==> config.mk <==
export PLATFORM = sky130hd
export DESIGN_NAME = execute_stage
export DESIGN_NICKNAME = d
export VERILOG_FILES = /design/src/rtl/execute_stage.sv
export SDC_FILE = /design/constraint.sdc
export NUM_CORES = 2
export LEC_CHECK = 0
export ABC_CLOCK_PERIOD_IN_PS = 8900
export BUFFER_PORTS_ARGS = -buffer_cell sky130_fd_sc_hd__buf_2
export CAP_MARGIN = 10
export CELL_PAD_IN_SITES_DETAIL_PLACEMENT = 1
export CELL_PAD_IN_SITES_GLOBAL_PLACEMENT = 1
export CORE_ASPECT_RATIO = 2
export CORE_MARGIN = 10
export CORE_UTILIZATION = 35
export CTS_CLUSTER_SIZE = 24
export DETAILED_ROUTE_END_ITERATION = 8
export PLACE_DENSITY_LB_ADDON = 0.05
export SYNTH_ARGS = -nofsm -noshare
export SYNTH_HDL_FRONTEND = slang
export SYNTH_SLANG_ARGS = --single-unit
==> constraint.sdc <==
create_clock -name clk -period 8.9 [get_ports clk]
set_clock_uncertainty 0.2 [all_clocks]
set_input_delay 0.89 -clock clk [delete_from_list [all_inputs] [get_ports clk]]
set_output_delay 0.89 -clock clk [all_outputs]
set_load 0.02 [all_outputs]
==> src/rtl/execute_stage.sv <==
// Execute/writeback stage: register file, ALU, branch resolution, LW/SW handshake.
// Ports: decoded fields in (rd, rs1, rs2, imm, code, isLoad, isBranch,
//   writeEnabled, pcOut); redirect out (pcBranch, originPc); stall;
//   data-memory handshake (dReq, dWe, dAddr, dWdata, dAck, dRdata).
// Optional: define EXECUTE_INSTRET_EN to add a 64-bit instret output.
module execute_stage #(
    parameter int XLEN     = 32,
    parameter int NREGS    = 32,
    parameter int DADDRLEN = 12
) (
    input  logic                clk,
    input  logic                reset,
    input  logic [4:0]          rd,
    input  logic [4:0]          rs1,
    input  logic [4:0]          rs2,
    input  logic [XLEN-1:0]     imm,
    input  logic [11:0]         code,
    input  logic                isLoad,
    input  logic                isBranch,
    input  logic                writeEnabled,
    input  logic [31:0]         pcOut,
    output logic [31:0]         pcBranch,
    output logic                originPc,
    output logic                stall,
    output logic                dReq,
    output logic                dWe,
    output logic [DADDRLEN-1:0] dAddr,
    output logic [XLEN-1:0]     dWdata,
    input  logic                dAck,
    input  logic [XLEN-1:0]     dRdata
`ifdef EXECUTE_INSTRET_EN
    ,
    output logic [63:0]         instret
`endif
);

    localparam logic [6:0] OP_OP    = 7'b0110011;
    localparam logic [6:0] OP_IMM   = 7'b0010011;
    localparam logic [6:0] OP_LUI   = 7'b0110111;
    localparam logic [6:0] OP_AUIPC = 7'b0010111;
    localparam logic [6:0] OP_JAL   = 7'b1101111;
    localparam logic [6:0] OP_JALR  = 7'b1100111;
    localparam logic [6:0] OP_BR    = 7'b1100011;
    localparam logic [6:0] OP_LD    = 7'b0000011;
    localparam logic [6:0] OP_ST    = 7'b0100011;

    typedef enum logic {EXEC = 1'b0, MEM_WAIT = 1'b1} state_e;

    state_e state_q, state_d;

    logic [XLEN-1:0]     rf_q [NREGS];
    logic [31:0]         pcBranch_q;
    logic                originPc_q;
    logic                dWe_q;
    logic [DADDRLEN-1:0] dAddr_q;
    logic [XLEN-1:0]     dWdata_q;
    logic [4:0]          ld_rd_q;

    logic [6:0]      opc;
    logic [2:0]      f3;
    logic [XLEN-1:0] rs1_v, rs2_v, alu_b, alu_r, sra_r, ea, wr_val;
    logic [4:0]      shamt;
    logic [31:0]     tgt;
    logic            fire, taken, wr_en, redir, mem_go;

    assign opc   = code[6:0];
    assign f3    = code[9:7];
    assign rs1_v = (rs1 == 5'd0) ? '0 : rf_q[rs1];
    assign rs2_v = (rs2 == 5'd0) ? '0 : rf_q[rs2];
    assign ea    = rs1_v + imm;

    // The cycle after a redirect is the branch shadow: whatever is
    // presented then was fetched down the wrong path.
    assign fire  = writeEnabled && !originPc_q && (state_q == EXEC);

    always_comb begin
        alu_b = (opc == OP_OP) ? rs2_v : imm;
        shamt = alu_b[4:0];
        sra_r = $signed(rs1_v) >>> shamt;
        alu_r = '0;
        unique case (f3)
            3'b000: alu_r = (opc == OP_OP && code[11]) ?
                            rs1_v - alu_b : rs1_v + alu_b;
            3'b001: alu_r = rs1_v << shamt;
            3'b010: alu_r = {{(XLEN-1){1'b0}},
                             $signed(rs1_v) < $signed(alu_b)};
            3'b011: alu_r = {{(XLEN-1){1'b0}}, rs1_v < alu_b};
            3'b100: alu_r = rs1_v ^ alu_b;
            3'b101: alu_r = code[11] ? sra_r : (rs1_v >> shamt);
            3'b110: alu_r = rs1_v | alu_b;
            3'b111: alu_r = rs1_v & alu_b;
        endcase
    end

    always_comb begin
        case (f3)
            3'b000:  taken = (rs1_v == rs2_v);
            3'b001:  taken = (rs1_v != rs2_v);
            3'b100:  taken = $signed(rs1_v) < $signed(rs2_v);
            3'b101:  taken = !($signed(rs1_v) < $signed(rs2_v));
            3'b110:  taken = rs1_v < rs2_v;
            3'b111:  taken = !(rs1_v < rs2_v);
            default: taken = 1'b0;
        endcase
    end

    always_comb begin
        wr_en  = 1'b0;
        wr_val = alu_r;
        redir  = 1'b0;
        tgt    = pcOut + imm;
        mem_go = 1'b0;
        if (fire) begin
            case (opc)
                OP_OP:    wr_en = !code[10];
                OP_IMM:   wr_en = 1'b1;
                OP_LUI: begin
                    wr_en  = 1'b1;
                    wr_val = imm;
                end
                OP_AUIPC: begin
                    wr_en  = 1'b1;
                    wr_val = pcOut + imm;
                end
                OP_JAL: begin
                    wr_en  = 1'b1;
                    wr_val = pcOut + 32'd4;
                    redir  = isBranch;
                end
                OP_JALR: begin
                    wr_en  = 1'b1;
                    wr_val = pcOut + 32'd4;
                    redir  = isBranch;
                    tgt    = {ea[31:1], 1'b0};
                end
                OP_BR:    redir  = isBranch && taken;
                OP_LD,
                OP_ST:    mem_go = 1'b1;
                default: ;
            endcase
        end
    end

    always_ff @(posedge clk) begin
        if (reset) state_q <= EXEC;
        else       state_q <= state_d;
    end

    always_comb begin
        state_d = state_q;
        unique case (state_q)
            EXEC:     if (mem_go) state_d = MEM_WAIT;
            MEM_WAIT: if (dAck)   state_d = EXEC;
        endcase
    end

    always_comb begin
        stall = (state_q == MEM_WAIT);
        dReq  = (state_q == MEM_WAIT);
    end

    always_ff @(posedge clk) begin
        if (reset) begin
            pcBranch_q <= '0;
            originPc_q <= 1'b0;
            dWe_q      <= 1'b0;
            dAddr_q    <= '0;
            dWdata_q   <= '0;
            ld_rd_q    <= '0;
        end else begin
            originPc_q <= redir;
            if (redir) pcBranch_q <= tgt;
            if (mem_go) begin
                dWe_q    <= !isLoad;
                dAddr_q  <= {ea[DADDRLEN-1:2], 2'b00};
                dWdata_q <= rs2_v;
                ld_rd_q  <= rd;
            end
        end
    end

    always_ff @(posedge clk) begin
        if (reset) begin
            for (int i = 0; i < NREGS; i++) rf_q[i] <= '0;
        end else if (wr_en && rd != 5'd0) begin
            rf_q[rd] <= wr_val;
        end else if (state_q == MEM_WAIT && dAck && !dWe_q &&
                     ld_rd_q != 5'd0) begin
            rf_q[ld_rd_q] <= dRdata;
        end
    end

    assign pcBranch = pcBranch_q;
    assign originPc = originPc_q;
    assign dWe      = dWe_q;
    assign dAddr    = dAddr_q;
    assign dWdata   = dWdata_q;

`ifdef EXECUTE_INSTRET_EN
    logic [63:0] instret_q;
    logic        retire;

    assign retire = (fire && (wr_en || opc == OP_BR)) ||
                    (state_q == MEM_WAIT && dAck);

    always_ff @(posedge clk) begin
        if (reset)       instret_q <= '0;
        else if (retire) instret_q <= instret_q + 64'd1;
    end

    assign instret = instret_q;
`endif

endmodule

==> flow_results.org <==
** Status
- Status :: finished, final reports clean

** Synthesis
- For this run, the register share of the synthesized area comes to 0.457.
- Most common library cells after synthesis :: sky130_fd_sc_hd__nor2_1 (1146), sky130_fd_sc_hd__edfxtp_1 (1024), sky130_fd_sc_hd__nand2_1 (572)
- The biggest area contributor in the post-synthesis netlist is sky130_fd_sc_hd__edfxtp_1.
- Number of distinct standard cells referenced by the synthesized netlist :: around 110
- After synthesis, the mean cell area works out to 11.0 um2.
- Total standard cell area after synthesis :: between 70000 and 80000 um2
- Register bit count reported by yosys :: between 1000 and 1500
- Post-synthesis cell count :: 6444
- Ranking of synthesized cells by area :: sky130_fd_sc_hd__edfxtp_1 (43%), sky130_fd_sc_hd__mux4_2 (15%), sky130_fd_sc_hd__nor2_1 (6.1%)
- Yosys warnings :: 0
- Post-synth top flop :: sky130_fd_sc_hd__edfxtp_1
- In the post-synthesis netlist, the cell with the most instances is sky130_fd_sc_hd__nor2_1.
- Proportion of register bits with asynchronous set or reset after synthesis :: 0
- In this run, synthesis inferred about 1000 flip-flops with an integrated enable.
- Yosys top cell area share :: 0.434

** Power
- Of the total power, the clock network draws 0.349.
- Cell leakage power :: 29.2 nW
- Overall power consumption after layout is estimated at ~15 mW.
- Across the VDD grid, the largest voltage drop is 152 uV.
- Of the total power, combinational logic draws 0.251.
- In this run the power density over the cells is 184 nW/um2.
- Cell-internal power :: just under 10 mW
- Fraction of power spent switching nets :: 0.335
- The analysis attributes to net switching a power of about 5.0 mW.
- Sequential cell fraction of total power :: 0.400

** Global routing
- Number of antenna violations at the first check in global routing :: 35
- Entering global routing, the biggest net connects 67 pins.
- The total overflow left after global routing is 0.
- The number of global-route vias before repair was about 64000.
- The first global-routing pass estimated 566000 um of wire.
- For this run, the total global-route usage over all layers was measured as 0.372.

** STA
- Highest achievable clock rate :: around 110 MHz
- Headroom to the max-slew limit came out at 0.0227.
- Post-route setup slack :: 0.123 ns
- The final max-slew violation count came to 0.
- Worst slack on hold paths :: just over 0.08 ns
- Setup repair after global routing left no endpoint under its margin.
- Tightest Pin Transition :: approximately 1.5 ns
- Minimum period implied by the final worst setup slack :: a little under 9 ns
- Dividing the final minimum period by the clock period gives 0.986.
- Finish-stage setup viols :: 0
- In the final timing run, aggregate negative setup slack is 0 ns.
- The count of final hold-check violations is 0.

** Critical path
- Data on the critical path arrives at its endpoint at approximately 9.2 ns.
- Data on the critical path is required at its endpoint by 9.33 ns.
- Critical path buffer and inverter count :: 5
- STA classifies the critical path startpoint as an input pin.
- Kind of end point of the critical path :: flip-flop
- The slowest stage of the critical path belongs to the cell sky130_fd_sc_hd__nor2_1.
- Path type of the worst setup path :: input pin to flip-flop
- In this run the worst path has a maximum fanout of 64.
- Critical-path cell list :: buf_8 > buf_12 > buf_4 > mux4_2 > mux4_2 > nand2_1 > a21oi_1 > inv_1 > ha_1 > nand4_1 > nor3_1 > nand4_1 > nor2_1 > nand4_1 > mux2i_1 > nand2_1 > a21oi_1 > a41oi_2 > buf_4 > a211oi_1 > nor3_1
- Cell family with the largest share of critical-path delay :: simple AND/OR/NAND/NOR gates
- For this run, the slowest stage of the critical path takes roughly 0.82 ns.
- Among the stages of the critical path, the cell type that occurs most often is sky130_fd_sc_hd__nand4_1.

** CTS
- Clock-pin slew was measured on the worst setup and hold paths at 0.07 ns.
- Clock Tree Buf Depth :: 3
- CTS placed an instance of sky130_fd_sc_hd__clkbuf_16 at the clock tree root.
- CTS built an H-tree with a depth of 3.
- The clock drives roughly 1100 sinks.
- Buffers inserted during clock tree synthesis total 109.
- Clock latency reported for the late side of the worst-skew pair :: 0.79 ns
- TritonCTS built the clock tree.

** Routing
- Initial detailed-routing violation count :: 6169
- For this run, the detailed router's first-pass iteration total came to 6.
- Total number of vias :: between 60000 and 70000
- Remaining antenna violation count :: 0
- Sum of routed wire length over all layers :: ~420000 um
- In the routed layout, each cell is associated on average with a via count of 6.55.
- For this run, design rule violations remaining after detail routing come to 0.
- Average routed wire per standard cell :: 44.9 um

** Floorplan
- The floorplan has roughly 230 rows.
- Die outline area :: between 200000 and 250000 um2
- The die is between 300 and 400 um wide.
- Total core area :: around 200000 um2
- Die Y :: approximately 660 um
- Starting density of the core :: 0.352
- I/O pin count :: between 200 and 250

** Layout
- Finished layout cell area :: approximately 81000 um2
- Relative to the synthesized area, the layout overhead comes to 13.8%.
- Total Nets Final :: just under 7000
- Fill cells in the final layout number 21800.
- In the final layout, the share of cells above drive strength 1 is 0.221.

** Worst hold path
- The path class of the tightest hold or removal check is input pin to flip-flop.

** Placement
- Summed over all nets, the half-perimeter wirelength after detailed placement is 300000 um.
- Final weighted congestion in routability-driven placement :: between 1 and 1.5
- Worst slack after detailed placement :: -0.993 ns
- Summing all placed instances gives a cell area of 76700 um2.
- Buffers placed on the I/O ports in this run total about 210.

** Flow run
- Max-cap violations in this run came to 0.
state kept, by name, summed over array words and instances (netlist names):
signal / flops
dWe: 1
ld_rd_q: 5
dAddr: 10
dReq: 1
originPc: 1
rf_q: 1024
dWdata: 32
pcBranch: 32
cell type report:
class                   instances  area [um2]  area share
multi-input cells            4646       35800       0.444
flip-flops and latches       1106       32400       0.402
repair buffers                621        4660      0.0578
well taps                    2702        3380      0.0419
clock buffers                 120        2830      0.0351
clock inverters                81         961      0.0119
inverters                     149         562     0.00697
diodes                         32        80.1    0.000993
cell families after synthesis:
logic type / share of synthesized area
mux: 0.191
buf+inv: 0.0474
fa+ha+maj: 0.0348
simple gates: 0.142
flops: 0.457
other cells: 0.0000529
xor+xnor: 0.0133
compound gates: 0.114
layer usage:
metal / track usage / vias to the layer above / part of all wire
met5: 0.000429 / - / 0.00011
met4: 0.375 / 6 / 0.12
met1: 0.359 / 32400 / 0.31
met3: 0.0681 / 1469 / 0.064
li1: - / 24700 / -
met2: 0.650 / 3435 / 0.50
worst paths after layout:
kind | to | slack [ns] | start | cells after the start
hold reg to reg | pcBranch[21] | 0.24 | pcBranch[21] | 2
setup / recovery | pcBranch[12] | 0.12 | rs2[1] | 21
setup reg to reg | pcBranch[12] | 1.24 | rf_q[31][25] | 18
hold / removal | dWe | 0.08 | isLoad | 2
power by group through the flow:
| stage | registers (mW) | clock network (mW) | logic (mW) |
|---|---|---|---|
| 6_report | 5.94 | 5.17 | 3.72 |
| 4_1_cts | 5.93 | 5.23 | 3.63 |
| 3_5_place_dp | 6.05 | 0 | 3.62 |
| 2_1_floorplan | 6.00 | 0 | 1.98 |
| 3_3_place_gp | 6.03 | 0 | 3.60 |
| 5_1_grt | 5.95 | 5.39 | 3.84 |
layout by cell type, fill, tap and decap left out, types with 82 or more instances in the layout:
cell                        Yosys  final
sky130_fd_sc_hd__inv_1        142    140
sky130_fd_sc_hd__nor4_1       103    101
sky130_fd_sc_hd__dfxtp_1       82     82
sky130_fd_sc_hd__ha_1         191    191
sky130_fd_sc_hd__o21ai_0      260    255
sky130_fd_sc_hd__mux2i_1      227    227
sky130_fd_sc_hd__nor3_1       117    113
sky130_fd_sc_hd__nand2_1      572    541
sky130_fd_sc_hd__nor2_1      1146   1140
sky130_fd_sc_hd__edfxtp_1    1024   1024
sky130_fd_sc_hd__buf_4         47    378
sky130_fd_sc_hd__nand3_1      121    119
sky130_fd_sc_hd__clkbuf_16      0    112
sky130_fd_sc_hd__buf_2        123    199
sky130_fd_sc_hd__a21oi_1      319    313
sky130_fd_sc_hd__mux4_2       468    468
worst reg2reg max path, stage by stage (launching register included):
cell	delay (ns)
sky130_fd_sc_hd__edfxtp_1	0.41
sky130_fd_sc_hd__mux4_2	0.49
sky130_fd_sc_hd__a22o_1	0.24
sky130_fd_sc_hd__a2111oi_0	0.82
sky130_fd_sc_hd__a2111oi_4	0.14
sky130_fd_sc_hd__buf_4	0.27
sky130_fd_sc_hd__ha_1	0.33
sky130_fd_sc_hd__nand4_1	0.14
sky130_fd_sc_hd__nor3_1	0.46
sky130_fd_sc_hd__nand4_1	0.29
sky130_fd_sc_hd__nor2_1	0.82
sky130_fd_sc_hd__nand4_1	0.61
sky130_fd_sc_hd__mux2i_1	0.71
sky130_fd_sc_hd__nand2_1	0.12
sky130_fd_sc_hd__a21oi_1	0.28
sky130_fd_sc_hd__a41oi_2	0.21
sky130_fd_sc_hd__buf_4	0.43
sky130_fd_sc_hd__a211oi_1	0.47
sky130_fd_sc_hd__nor3_1	0.08
through the flow:
stage | instances | util
6_report | 9457 | 0.400
5_1_grt | 9434 | 0.400
4_1_cts | 9423 | 0.400
3_5_place_dp | 9222 | 0.381
3_3_place_gp | 9221 | 0.381
2_1_floorplan | 6477 | -
what timing repair did:
item                       CTS  global route
setup endpoints to repair   16             1
hold buffers                 0             0
resized for setup            1             1
buffers inserted             0             0
pin swaps                    0             0
(Power assumes the default switching activity.)
